## src/rtl/scp_zone_escalator_pkg.sv

```systemverilog
// Shared encodings for the multi-zone containment-alarm escalator:
// FSM state codes, zone level codes and the Moore alarm decode.
package scp_zone_escalator_pkg;

    localparam logic [2:0] ST_IDLE     = 3'd0;
    localparam logic [2:0] ST_WATCH    = 3'd1;
    localparam logic [2:0] ST_ALERT    = 3'd2;
    localparam logic [2:0] ST_BREACH   = 3'd3;
    localparam logic [2:0] ST_LOCKDOWN = 3'd4;
    localparam logic [2:0] ST_RECOVER  = 3'd5;

    // Level codes are ordered so that a numeric compare ranks severity.
    localparam logic [1:0] LVL_GREEN  = 2'd0;
    localparam logic [1:0] LVL_YELLOW = 2'd1;
    localparam logic [1:0] LVL_RED    = 2'd2;

    typedef struct packed {
        logic security;
        logic database;
        logic control_sys;
    } alarms_t;

    function automatic alarms_t alarm_decode(input logic [2:0] st);
        alarms_t a;
        a.security    = (st == ST_ALERT) || (st == ST_BREACH) || (st == ST_LOCKDOWN);
        a.database    = (st == ST_BREACH) || (st == ST_LOCKDOWN);
        a.control_sys = (st == ST_LOCKDOWN);
        return a;
    endfunction

endpackage

```

## src/rtl/scp_zone_escalator_if.sv

```systemverilog
// Bundle of zone status inputs, operator ack and alarm/status outputs
// between the zone front-ends (master) and the escalator (slave).
interface scp_zone_escalator_if #(
    parameter int N_ZONES = 4,
    parameter int TW      = 8
);
    localparam int AZW = (N_ZONES > 1) ? $clog2(N_ZONES) : 1;

    logic [N_ZONES-1:0] green;
    logic [N_ZONES-1:0] yellow;
    logic [N_ZONES-1:0] red;
    logic               ack;
    logic               a_security;
    logic               a_database;
    logic               a_control_sys;
    logic [2:0]         state;
    logic [TW-1:0]      timer;
    logic [AZW-1:0]     active_zone;
    logic [N_ZONES-1:0] zone_fault;

    modport master (
        output green, yellow, red, ack,
        input  a_security, a_database, a_control_sys,
        input  state, timer, active_zone, zone_fault
    );

    modport slave (
        input  green, yellow, red, ack,
        output a_security, a_database, a_control_sys,
        output state, timer, active_zone, zone_fault
    );
endinterface

```

## src/rtl/scp_zone_decode.sv

```systemverilog
// Per-zone status decode: a clean one-hot reading gives its level; any
// other pattern is flagged as a fault and treated as yellow.
module scp_zone_decode
    import scp_zone_escalator_pkg::*;
(
    input  logic       green,
    input  logic       yellow,
    input  logic       red,
    output logic [1:0] level,
    output logic       fault
);

    always_comb begin
        level = LVL_YELLOW;
        fault = 1'b1;
        case ({green, yellow, red})
            3'b100: begin
                level = LVL_GREEN;
                fault = 1'b0;
            end
            3'b010: begin
                level = LVL_YELLOW;
                fault = 1'b0;
            end
            3'b001: begin
                level = LVL_RED;
                fault = 1'b0;
            end
            default: begin
                level = LVL_YELLOW;
                fault = 1'b1;
            end
        endcase
    end

endmodule

```

## src/rtl/scp_zone_escalator.sv

```systemverilog
// Multi-zone alarm escalator: worst-zone arbitration feeding a timed
// IDLE/WATCH/ALERT/BREACH/LOCKDOWN/RECOVER state machine with Moore alarms.
module scp_zone_escalator
    import scp_zone_escalator_pkg::*;
#(
    parameter int N_ZONES   = 4,
    parameter int TW        = 8,
    parameter int T_YELLOW  = 20,
    parameter int T_RED     = 10,
    parameter int T_LOCK    = 30,
    parameter int T_RECOVER = 5
) (
    input  logic                  clock,
    input  logic                  rst_n,
    scp_zone_escalator_if.slave   bus
);

    localparam int AZW     = (N_ZONES > 1) ? $clog2(N_ZONES) : 1;
    localparam int TIM_MAX = (TW >= 1 && TW <= 31) ? ((1 << TW) - 1) : 0;

    generate
        if (N_ZONES < 1 || TW < 1 || TW > 31 ||
            T_YELLOW  < 1 || T_YELLOW  > TIM_MAX ||
            T_RED     < 1 || T_RED     > TIM_MAX ||
            T_LOCK    < 1 || T_LOCK    > TIM_MAX ||
            T_RECOVER < 1 || T_RECOVER > TIM_MAX) begin : g_param_check
            $error("scp_zone_escalator: illegal parameter set");
        end
    endgenerate

    localparam logic [TW-1:0] YELLOW_LAST  = TW'(T_YELLOW - 1);
    localparam logic [TW-1:0] RED_LAST     = TW'(T_RED - 1);
    localparam logic [TW-1:0] LOCK_LAST    = TW'(T_LOCK - 1);
    localparam logic [TW-1:0] RECOVER_LAST = TW'(T_RECOVER - 1);

    logic [1:0]         zone_level [N_ZONES];
    logic [N_ZONES-1:0] zone_fault_d, zone_fault_q;
    logic [1:0]         worst_level;
    logic [AZW-1:0]     active_zone_d, active_zone_q;
    logic [2:0]         state_d, state_q;
    logic [TW-1:0]      timer_d, timer_q;
    alarms_t            alarms;

    generate
        for (genvar gi = 0; gi < N_ZONES; gi++) begin : g_zone
            scp_zone_decode u_decode (
                .green  (bus.green[gi]),
                .yellow (bus.yellow[gi]),
                .red    (bus.red[gi]),
                .level  (zone_level[gi]),
                .fault  (zone_fault_d[gi])
            );
        end
    endgenerate

    // Strictly-greater compare keeps the lowest index among equally bad zones.
    always_comb begin
        worst_level   = LVL_GREEN;
        active_zone_d = '0;
        for (int i = 0; i < N_ZONES; i++) begin
            if (zone_level[i] > worst_level) begin
                worst_level   = zone_level[i];
                active_zone_d = AZW'(i);
            end
        end
    end

    always_comb begin
        state_d = state_q;
        case (state_q)
            ST_IDLE: begin
                if (worst_level == LVL_YELLOW)
                    state_d = ST_WATCH;
                else if (worst_level == LVL_RED)
                    state_d = ST_ALERT;
            end
            ST_WATCH: begin
                if (worst_level == LVL_GREEN)
                    state_d = ST_IDLE;
                else if (worst_level == LVL_RED)
                    state_d = ST_ALERT;
                else if (timer_q == YELLOW_LAST)
                    state_d = ST_ALERT;
            end
            ST_ALERT: begin
                if (worst_level == LVL_GREEN)
                    state_d = ST_RECOVER;
                else if (worst_level == LVL_RED && timer_q == RED_LAST)
                    state_d = ST_BREACH;
            end
            ST_BREACH: begin
                if (bus.ack)
                    state_d = ST_RECOVER;
                else if (timer_q == LOCK_LAST)
                    state_d = ST_LOCKDOWN;
            end
            ST_LOCKDOWN: begin
                if (bus.ack && worst_level == LVL_GREEN)
                    state_d = ST_RECOVER;
            end
            ST_RECOVER: begin
                if (worst_level == LVL_YELLOW)
                    state_d = ST_WATCH;
                else if (worst_level == LVL_RED)
                    state_d = ST_ALERT;
                else if (timer_q == RECOVER_LAST)
                    state_d = ST_IDLE;
            end
            default: state_d = ST_IDLE;
        endcase
    end

    // ALERT only counts red time; a yellow dip pauses the count rather than resetting it.
    always_comb begin
        timer_d = timer_q;
        if (state_d != state_q)
            timer_d = '0;
        else if (state_q == ST_ALERT && worst_level != LVL_RED)
            timer_d = timer_q;
        else if (timer_q != {TW{1'b1}})
            timer_d = timer_q + 1'b1;
    end

    always_ff @(posedge clock or negedge rst_n) begin
        if (!rst_n) begin
            state_q       <= ST_IDLE;
            timer_q       <= '0;
            zone_fault_q  <= '0;
            active_zone_q <= '0;
        end else begin
            state_q       <= state_d;
            timer_q       <= timer_d;
            zone_fault_q  <= zone_fault_d;
            active_zone_q <= active_zone_d;
        end
    end

    assign alarms            = alarm_decode(state_q);
    assign bus.a_security    = alarms.security;
    assign bus.a_database    = alarms.database;
    assign bus.a_control_sys = alarms.control_sys;
    assign bus.state         = state_q;
    assign bus.timer         = timer_q;
    assign bus.active_zone   = active_zone_q;
    assign bus.zone_fault    = zone_fault_q;

endmodule

```

## src/flat_wrapper.sv

```systemverilog
// flat-port wrapper written by rule: the top's interface ports become plain ports
module scp_zone_escalator_flat import scp_zone_escalator_pkg::*;
#(
    parameter int N_ZONES   = 4,
    parameter int TW        = 8,
    parameter int T_YELLOW  = 20,
    parameter int T_RED     = 10,
    parameter int T_LOCK    = 30,
    parameter int T_RECOVER = 5
)
  (clock, rst_n, bus_green, bus_yellow, bus_red, bus_ack, bus_a_security, bus_a_database, bus_a_control_sys, bus_state, bus_timer, bus_active_zone, bus_zone_fault);
  scp_zone_escalator_if #(.N_ZONES(N_ZONES), .TW(TW)) bus_i ();
  input  logic clock;
  input  logic rst_n;
  input wire logic [$bits(bus_i.green)-1:0] bus_green;
  input wire logic [$bits(bus_i.yellow)-1:0] bus_yellow;
  input wire logic [$bits(bus_i.red)-1:0] bus_red;
  input wire logic [$bits(bus_i.ack)-1:0] bus_ack;
  output wire logic [$bits(bus_i.a_security)-1:0] bus_a_security;
  output wire logic [$bits(bus_i.a_database)-1:0] bus_a_database;
  output wire logic [$bits(bus_i.a_control_sys)-1:0] bus_a_control_sys;
  output wire logic [$bits(bus_i.state)-1:0] bus_state;
  output wire logic [$bits(bus_i.timer)-1:0] bus_timer;
  output wire logic [$bits(bus_i.active_zone)-1:0] bus_active_zone;
  output wire logic [$bits(bus_i.zone_fault)-1:0] bus_zone_fault;
  assign bus_i.green = bus_green;
  assign bus_i.yellow = bus_yellow;
  assign bus_i.red = bus_red;
  assign bus_i.ack = bus_ack;
  assign bus_a_security = bus_i.a_security;
  assign bus_a_database = bus_i.a_database;
  assign bus_a_control_sys = bus_i.a_control_sys;
  assign bus_state = bus_i.state;
  assign bus_timer = bus_i.timer;
  assign bus_active_zone = bus_i.active_zone;
  assign bus_zone_fault = bus_i.zone_fault;
  scp_zone_escalator #(.N_ZONES(N_ZONES), .TW(TW), .T_YELLOW(T_YELLOW), .T_RED(T_RED), .T_LOCK(T_LOCK), .T_RECOVER(T_RECOVER)) u_core (.clock(clock), .rst_n(rst_n), .bus(bus_i));
endmodule
```

## config.mk

```make
export PLATFORM = sky130hd
export DESIGN_NAME = scp_zone_escalator_flat
export DESIGN_NICKNAME = d
export VERILOG_FILES = /design/src/rtl/scp_zone_escalator_pkg.sv /design/src/rtl/scp_zone_escalator_if.sv /design/src/rtl/scp_zone_decode.sv /design/src/rtl/scp_zone_escalator.sv /design/src/flat_wrapper.sv
export SDC_FILE = /design/constraint.sdc
export NUM_CORES = 1
export LEC_CHECK = 0
export ABC_AREA = 1
export BUFFER_PORTS_ARGS = -buffer_cell sky130_fd_sc_hd__buf_2
export CORE_ASPECT_RATIO = 1.1
export CORE_MARGIN = 1.5
export CORE_UTILIZATION = 54
export CTS_BUF_LIST = sky130_fd_sc_hd__clkbuf_16
export CTS_CLUSTER_DIAMETER = 200
export DETAILED_ROUTE_END_ITERATION = 7
export GPL_TIMING_DRIVEN = 0
export PLACE_DENSITY = 0.79
export SLEW_MARGIN = 20
export SYNTH_ARGS = -nofsm -noshare
export SYNTH_HDL_FRONTEND = slang
export SYNTH_SLANG_ARGS = --single-unit
```

## constraint.sdc

```tcl
create_clock -name clock -period 2.2 [get_ports clock]
set_input_delay 0 -clock clock [delete_from_list [all_inputs] [get_ports clock]]
set_output_delay 0 -clock clock [all_outputs]
set_load 0.01 [all_outputs]
```

### Word-level counts from Yosys, hierarchy flattened

Cells that the tools add are included.
Widths: inputs -> output; s select.

* $lt $le $gt $ge: 4
* add/sub/neg operators: 1
* reduce and logical (&&, ||, !) cells: 14
* equality and inequality tests: 27
* mux-type cells: 32

Operators by type and width (count)
* $mux 3: 13
* $mux 8: 3
* $eq 3x2->1 const B: 6
* $eq 3x3->1 const B: 6
* $pmux 3 s6: 1
* $eq 8x5->1 const B: 2
* $pmux 2 s2: 4
* $eq 3x1->1 const B: 5
* $mux 2: 6
* $reduce_or 3->1: 4
* $add 8x1->8 const B: 1
* $eq 8x3->1 const B: 1
* $eq 8x4->1 const B: 1
* $ne 8x8->1 const B: 1
* $gt 2x2->1: 3
* $mux 1: 5
* $logic_and 1x1->1: 3
* $logic_not 3->1: 1
* $logic_or 1x1->1: 3
* $ne 3x3->1: 1
* $eq 2x1->1 const B: 1
* $eq 2x2->1 const B: 1
* $gt 2x1->1 const B: 1
* $logic_not 2->1: 1
* other kinds (4): 4

* bits in registers: 17
* output and inout port bits: 20

### Depth between registers and ports, before layout

* depth in word-level cells: 18
* mapped depth: 31
* gate-level depth less buffers: 31

### Cells and area by module

A second synthesis with hierarchy kept.

* cells, all modules: 227
* area total of the unflattened synthesis: 1511.4 um^2

Modules (own cells, without submodules)
* scp_zone_escalator: area each 1316.3 um^2, seq. area each 425.4 um^2, times used 1, cells an instance 187
* scp_zone_decode: area each 48.8 um^2, seq. area each 0.0 um^2, times used 4, cells an instance 10

### Least setup slack after synthesis

No wires, ideal clock.

* path kind: input to register
* start: input bus_green[1]
* end: register u_core.timer_q[7] (netlist: u_core.bus.timer[7])
* stages on the path: 25
* data arrival time: 2900 ps
* path buffers: 0
* setup slack: -773 ps
* cell sequence: inv_1 -> nand2_1 -> nor2_1 -> inv_1 -> ha_1 -> o21ai_0 -> nand2_1 -> nand2_2 -> nand2_1 -> ha_1 -> nand2_1 -> o21ai_2 -> inv_1 -> nand2_1 -> nand2_1 -> ha_1 -> nand2_1 -> o21ai_2 -> inv_1 -> o21ai_4 -> nand3_2 -> a21boi_2 -> nand4_1 -> xor2_1 -> nor2_1

* cells in the longest elaborated chain, start to end: 16

Ends and longest elaborated chain
* from (decl): RTL line flat_wrapper.sv:15 `input wire logic [$bits(bus_i.green)-1:0] bus_green;`
* $eq 3x1->1 or $eq 3x3->1 (tied branches): RTL line scp_zone_decode.sv:16 `case ({green, yellow, red})`
* $pmux 2 s2 *: RTL line scp_zone_decode.sv:16
* $gt 2x2->1: RTL line scp_zone_escalator.sv:61 `if (zone_level[i] > worst_level) begin`
* $mux 2 *: RTL line scp_zone_escalator.sv:61
* $gt 2x2->1: RTL line scp_zone_escalator.sv:61
* $mux 2 *: RTL line scp_zone_escalator.sv:61
* $gt 2x2->1: RTL line scp_zone_escalator.sv:61
* $mux 2 *: RTL line scp_zone_escalator.sv:61
* $eq 2x2->1
* $logic_and 1x1->1: RTL line scp_zone_escalator.sv:88 `else if (worst_level == LVL_RED && timer_q == RED_LAST)`
* $mux 3: RTL line scp_zone_escalator.sv:88
* $mux 3: RTL line scp_zone_escalator.sv:86 `if (worst_level == LVL_GREEN)`
* $pmux 3 s6: RTL line scp_zone_escalator.sv:70 `case (state_q)`
* $ne 3x3->1: RTL line scp_zone_escalator.sv:116 `if (state_d != state_q)`
* $ne 2x1->1 (no line) or $reduce_bool 2->1 (tied branches)
* $reduce_and 2->1 (no line)
* to (signal assigned): RTL line scp_zone_escalator.sv:132 `timer_q <= timer_d;`
* to (decl): RTL line scp_zone_escalator.sv:41 `logic [TW-1:0] timer_d, timer_q;`

Mark *: on every way between the ends. The rest lies on a longest branch, timed or not.
A chain may end at the register's enable or synchronous reset.

### Worst setup path after layout

* start: input bus_red[1]
* end: register u_core.timer_q[4] (netlist: u_core.bus.timer[4])

* cells in the longest elaborated chain, start to end: 16

Ends and longest elaborated chain
* from (decl): RTL line flat_wrapper.sv:17 `input wire logic [$bits(bus_i.red)-1:0] bus_red;`
* $eq 3x1->1 or $eq 3x3->1 (tied branches): RTL line scp_zone_decode.sv:16
* $pmux 2 s2 *: RTL line scp_zone_decode.sv:16
* $gt 2x2->1: RTL line scp_zone_escalator.sv:61
* $mux 2 *: RTL line scp_zone_escalator.sv:61
* $gt 2x2->1: RTL line scp_zone_escalator.sv:61
* $mux 2 *: RTL line scp_zone_escalator.sv:61
* $gt 2x2->1: RTL line scp_zone_escalator.sv:61
* $mux 2 *: RTL line scp_zone_escalator.sv:61
* $eq 2x2->1
* $logic_and 1x1->1: RTL line scp_zone_escalator.sv:88
* $mux 3: RTL line scp_zone_escalator.sv:88
* $mux 3: RTL line scp_zone_escalator.sv:86
* $pmux 3 s6 *: RTL line scp_zone_escalator.sv:70
* net u_core.state_d[0]: RTL line scp_zone_escalator.sv:40 `logic [2:0] state_d, state_q;`
* $ne 3x3->1 *: RTL line scp_zone_escalator.sv:116
* $ne 2x1->1 (no line) or $reduce_bool 2->1 (tied branches)
* $reduce_and 2->1 (no line)

Mark *: on every way through the listed nets, which the timed path passes. The rest lies on a longest branch.

==> impl_metrics.csv <==
group,metric,value,unit
critical_path,end_kind,"register",
power,switching_power,1.14,mW
global_routing,grt_usage,0.302,
timing,finalCritPeriodShare,1.42,
global_routing,antenna_found_initial,0,
routing,detail-route-antenna-nets,0,
power,seq_power_share,0.190,
critical_path,worstSetupEndpoint,"u_core.bus.timer[4]$_DFFE_PN0P_",
timing,setup_viol,13,
timing,fmax,0.319,GHz
power,internal_power,1.20,mW
power,p_clk_frac,0.165,
power,p_leak,1.25,nW
critical_path,cp_max_fo,8,
logic_synthesis,ys_seq_elements,17,
global_routing,grt_overflow_total,0,
place,place_hpwl,2.56,mm
logic_synthesis,synthesis.nets,258,
layout,num_antenna_cells,0,
layout,layout-drive-gt1-share,0.516,
timing,finalHoldViolations,0,
power,ir_drop,0.808,mV
routing,vias,1930,
floorplanning,die_y,59.5,um
power,sw_frac_of_total,0.488,
routing,viasPerCell,5.69,
routing,wirelength,5.84,mm
critical_path,reg2reg_to,"u_core.bus.timer[4]$_DFFE_PN0P_",
critical_path,reg2reg_from,"u_core.bus.state[0]$_DFF_PN0_",
global_routing,grt_pass1_wl,7.15,mm
critical_path,required,2.39,ns
layout,area_growth,58.5,%
floorplanning,ioPinCount,35,
layout,seqCellArea,425,um2
critical_path,startpoint_type,"input pin",
layout,multi_input_comb_area,1260,um2
global_routing,grt_start_max_net_pins,18,
power,power_density,942,nW/um2
critical_path,cp.arrival,3.32,ns
routing,dr.pass1.iters,4,
place,io_buffer_count,34,
critical_path,crit_path_frequent_cell,"nand2_2",
flow_run,max_cap_violations,0,
global_routing,grt_pass1_vias,1724,
critical_path,slowest_delay,0.27,ns
logic_synthesis,syn-cell-area,1570,um2
min_path,holdPathStages,3,
min_path,hp-start,"bus_green[1]",
clock_network,cts_tree,"done",
logic_synthesis,ys_warn_count,0,
timing,setup_slack,-0.932,ns
floorplanning,core,2750,um2
critical_path,worstSetupPathType,"input pin to register",
place,gp_routability_congestion,0.899,
timing,whs,0.0932,ns
critical_path,reg2reg_depth,12,
routing,drt-initial-drc-count,97,
floorplanning,die_w,54.4,um
floorplanning,die_area,3230,um2
clock_network,worstSkewPairLatency,0.26,ns
routing,wl_per_cell,17.2,um
outcome,failed_checks,"negative setup slack",
timing,slew_headroom,0.734,
logic_synthesis,synth_cells,231,
critical_path,crit_start,"bus_red[1]",
clock_network,htreeDepth,1,
layout,nets,334,
routing,drc,0,
timing,final.setup_skew,0.00139,ns
logic_synthesis,avgSynthCellArea,6.78,um2
timing,min_period,3.13,ns
power,pwr-share-comb,0.645,
clock_network,clkSinkCount,17,
clock_network,numCtsBuffers,3,
timing,worstMarginPinSlew,0.395,ns
timing,rsz0062_at_grt,"true",
clock_network,clkTransAtPathRegs,0.06,ns
timing,slew_violations,0,
layout,nFillCells,119,
min_path,min_path_type,"input pin to register",
critical_path,rrSetupSlack,0.08,ns
floorplanning,start_util,0.569,
floorplanning,rows,20,
clock_network,clockBufferDepth,2,
critical_path,cp_slowest_cell,"ha_4",
outcome,status,"finished, violations left",
logic_synthesis,synthDistinctLibCells,26,
power,power,2.34,mW
clock_network,root_buffer,"clkbuf_16",
logic_synthesis,synth-seq-area-share,0.272,
-- power groups by stage --
stage / Clock, mW / Combinational [mW] / Sequential, mW
after floorplan: 0 / 0.721 / 0.456
after global placement: 0 / 0.959 / 0.437
after detailed placement: 0 / 0.979 / 0.440
after CTS: 0.381 / 1.14 / 0.435
after global routing: 0.394 / 1.60 / 0.449
final: 0.386 / 1.51 / 0.444
-- stage by stage --
| step | area, um2 | TNS (ns) | instances | worst slack, ns | utilization |
|---|---|---|---|---|---|
| 2_1_floorplan | 1640 | -5.39 | 231 | -0.597 | - |
| 3_3_place_gp | 1850 | -11.12 | 298 | -1.08 | 0.673 |
| 3_5_place_dp | 1850 | -12.25 | 298 | -1.20 | 0.673 |
| 4_1_cts | 2220 | -6.44 | 329 | -0.693 | 0.808 |
| 5_1_grt | 2480 | -10.95 | 339 | -1.06 | 0.902 |
| 6_report | 2480 | -9.41 | 339 | -0.932 | 0.902 |
-- logic make-up (layout without fill, tap and decap cells) --
| kind of cell | after synthesis | count (layout) | share of synthesized area |
|---|---|---|---|
| AND/OR/NAND/NOR | 131 | 131 | 0.400 |
| buffers and inverters | 46 | 121 | 0.110 |
| AO/OA/AOI/OAI | 17 | 17 | 0.0775 |
| flip-flops | 17 | 17 | 0.272 |
| adder cells (fa/ha/maj) | 12 | 12 | 0.0958 |
| XOR/XNOR | 8 | 8 | 0.0447 |
-- synthesized netlist by cell type --
library cell / count / area share
nor2_4: 1 / 0.0072
a21boi_2: 1 / 0.0072
nor3_1: 7 / 0.022
nand2_1: 58 / 0.14
a21oi_1: 4 / 0.013
nor2_2: 6 / 0.024
o21ai_4: 1 / 0.010
nand4_1: 3 / 0.012
nor3_2: 2 / 0.013
nor2_1: 25 / 0.060
inv_2: 4 / 0.0096
xnor2_1: 1 / 0.0056
o21ai_1: 1 / 0.0032
dfrtp_1: 17 / 0.27
xor2_1: 7 / 0.039
nor4_1: 1 / 0.0040
inv_1: 42 / 0.10
o21ai_2: 2 / 0.011
nand3_1: 19 / 0.061
nand3_4: 2 / 0.022
and2_2: 1 / 0.0048
a21oi_4: 1 / 0.010
o21ai_0: 7 / 0.022
ha_1: 12 / 0.096
nand2_2: 3 / 0.012
nand3_2: 3 / 0.019
-- metal layers --
layer	GRT usage	routed length [um]
met5	0	0
met4	0.179	240
met3	0.0429	406
met2	0.539	2990
met1	0.328	2200
-- layout by cell type, fill, tap and decap left out, types with 11 or more instances in the layout --
master and count:
nand2_2 19, nand3_1 11, nor2_2 11, nand2_1 38
inv_1 31, buf_2 31, nor2_1 13, buf_4 34
dfrtp_1 17, inv_2 13
-- registers in the layout (all words and copies together), names as in the netlist --
| register | flops |
|---|---|
| u_core.bus.timer | 8 |
| u_core.bus.active_zone | 2 |
| u_core.bus.zone_fault | 4 |
| u_core.bus.state | 3 |
-- final cells by class --
class,instances,share of cell area
timing repair buffer,71,0.195
sequential,17,0.171
multi-input combinational,168,0.507
clock buffer,3,0.0302
inverter,46,0.0771
tap,33,0.0166
clock inverter,1,0.00302
-- worst max-delay path: cells and delay by family --
| family | cells | cell delay, ns |
|---|---|---|
| adder cells (fa/ha/maj) | 3 | 0.78 |
| buffers and inverters | 6 | 0.47 |
| AND/OR/NAND/NOR | 17 | 1.54 |
| AO/OA/AOI/OAI | 4 | 0.51 |
-- timing repair --
item | 4_1_cts | 5_1_grt
setup buffers | 24 | 10
setup endpoints to repair | 13 | 13
hold buffers | 3 | 0
pin swaps | 37 | 32
gates resized for setup | 24 | 47
hold endpoints to repair | 19 | 0
-- worst min path at each step --
| stage | slack (ns) | to |
|---|---|---|
| after detailed placement | -0.06 | u_core.bus.timer[5]$_DFFE_PN0P_ |
| after global placement | -0.06 | u_core.bus.timer[3]$_DFFE_PN0P_ |
| final | 0.09 | u_core.bus.zone_fault[1]$_DFF_PN0_ |
| after floorplan | -0.30 | u_core.bus.active_zone[0]$_DFF_PN0_ |
| after CTS | 0.04 | u_core.bus.zone_fault[1]$_DFF_PN0_ |
| after global routing | 0.12 | u_core.bus.zone_fault[1]$_DFF_PN0_ |
Note: power is estimated with default switching activity, not from simulation.
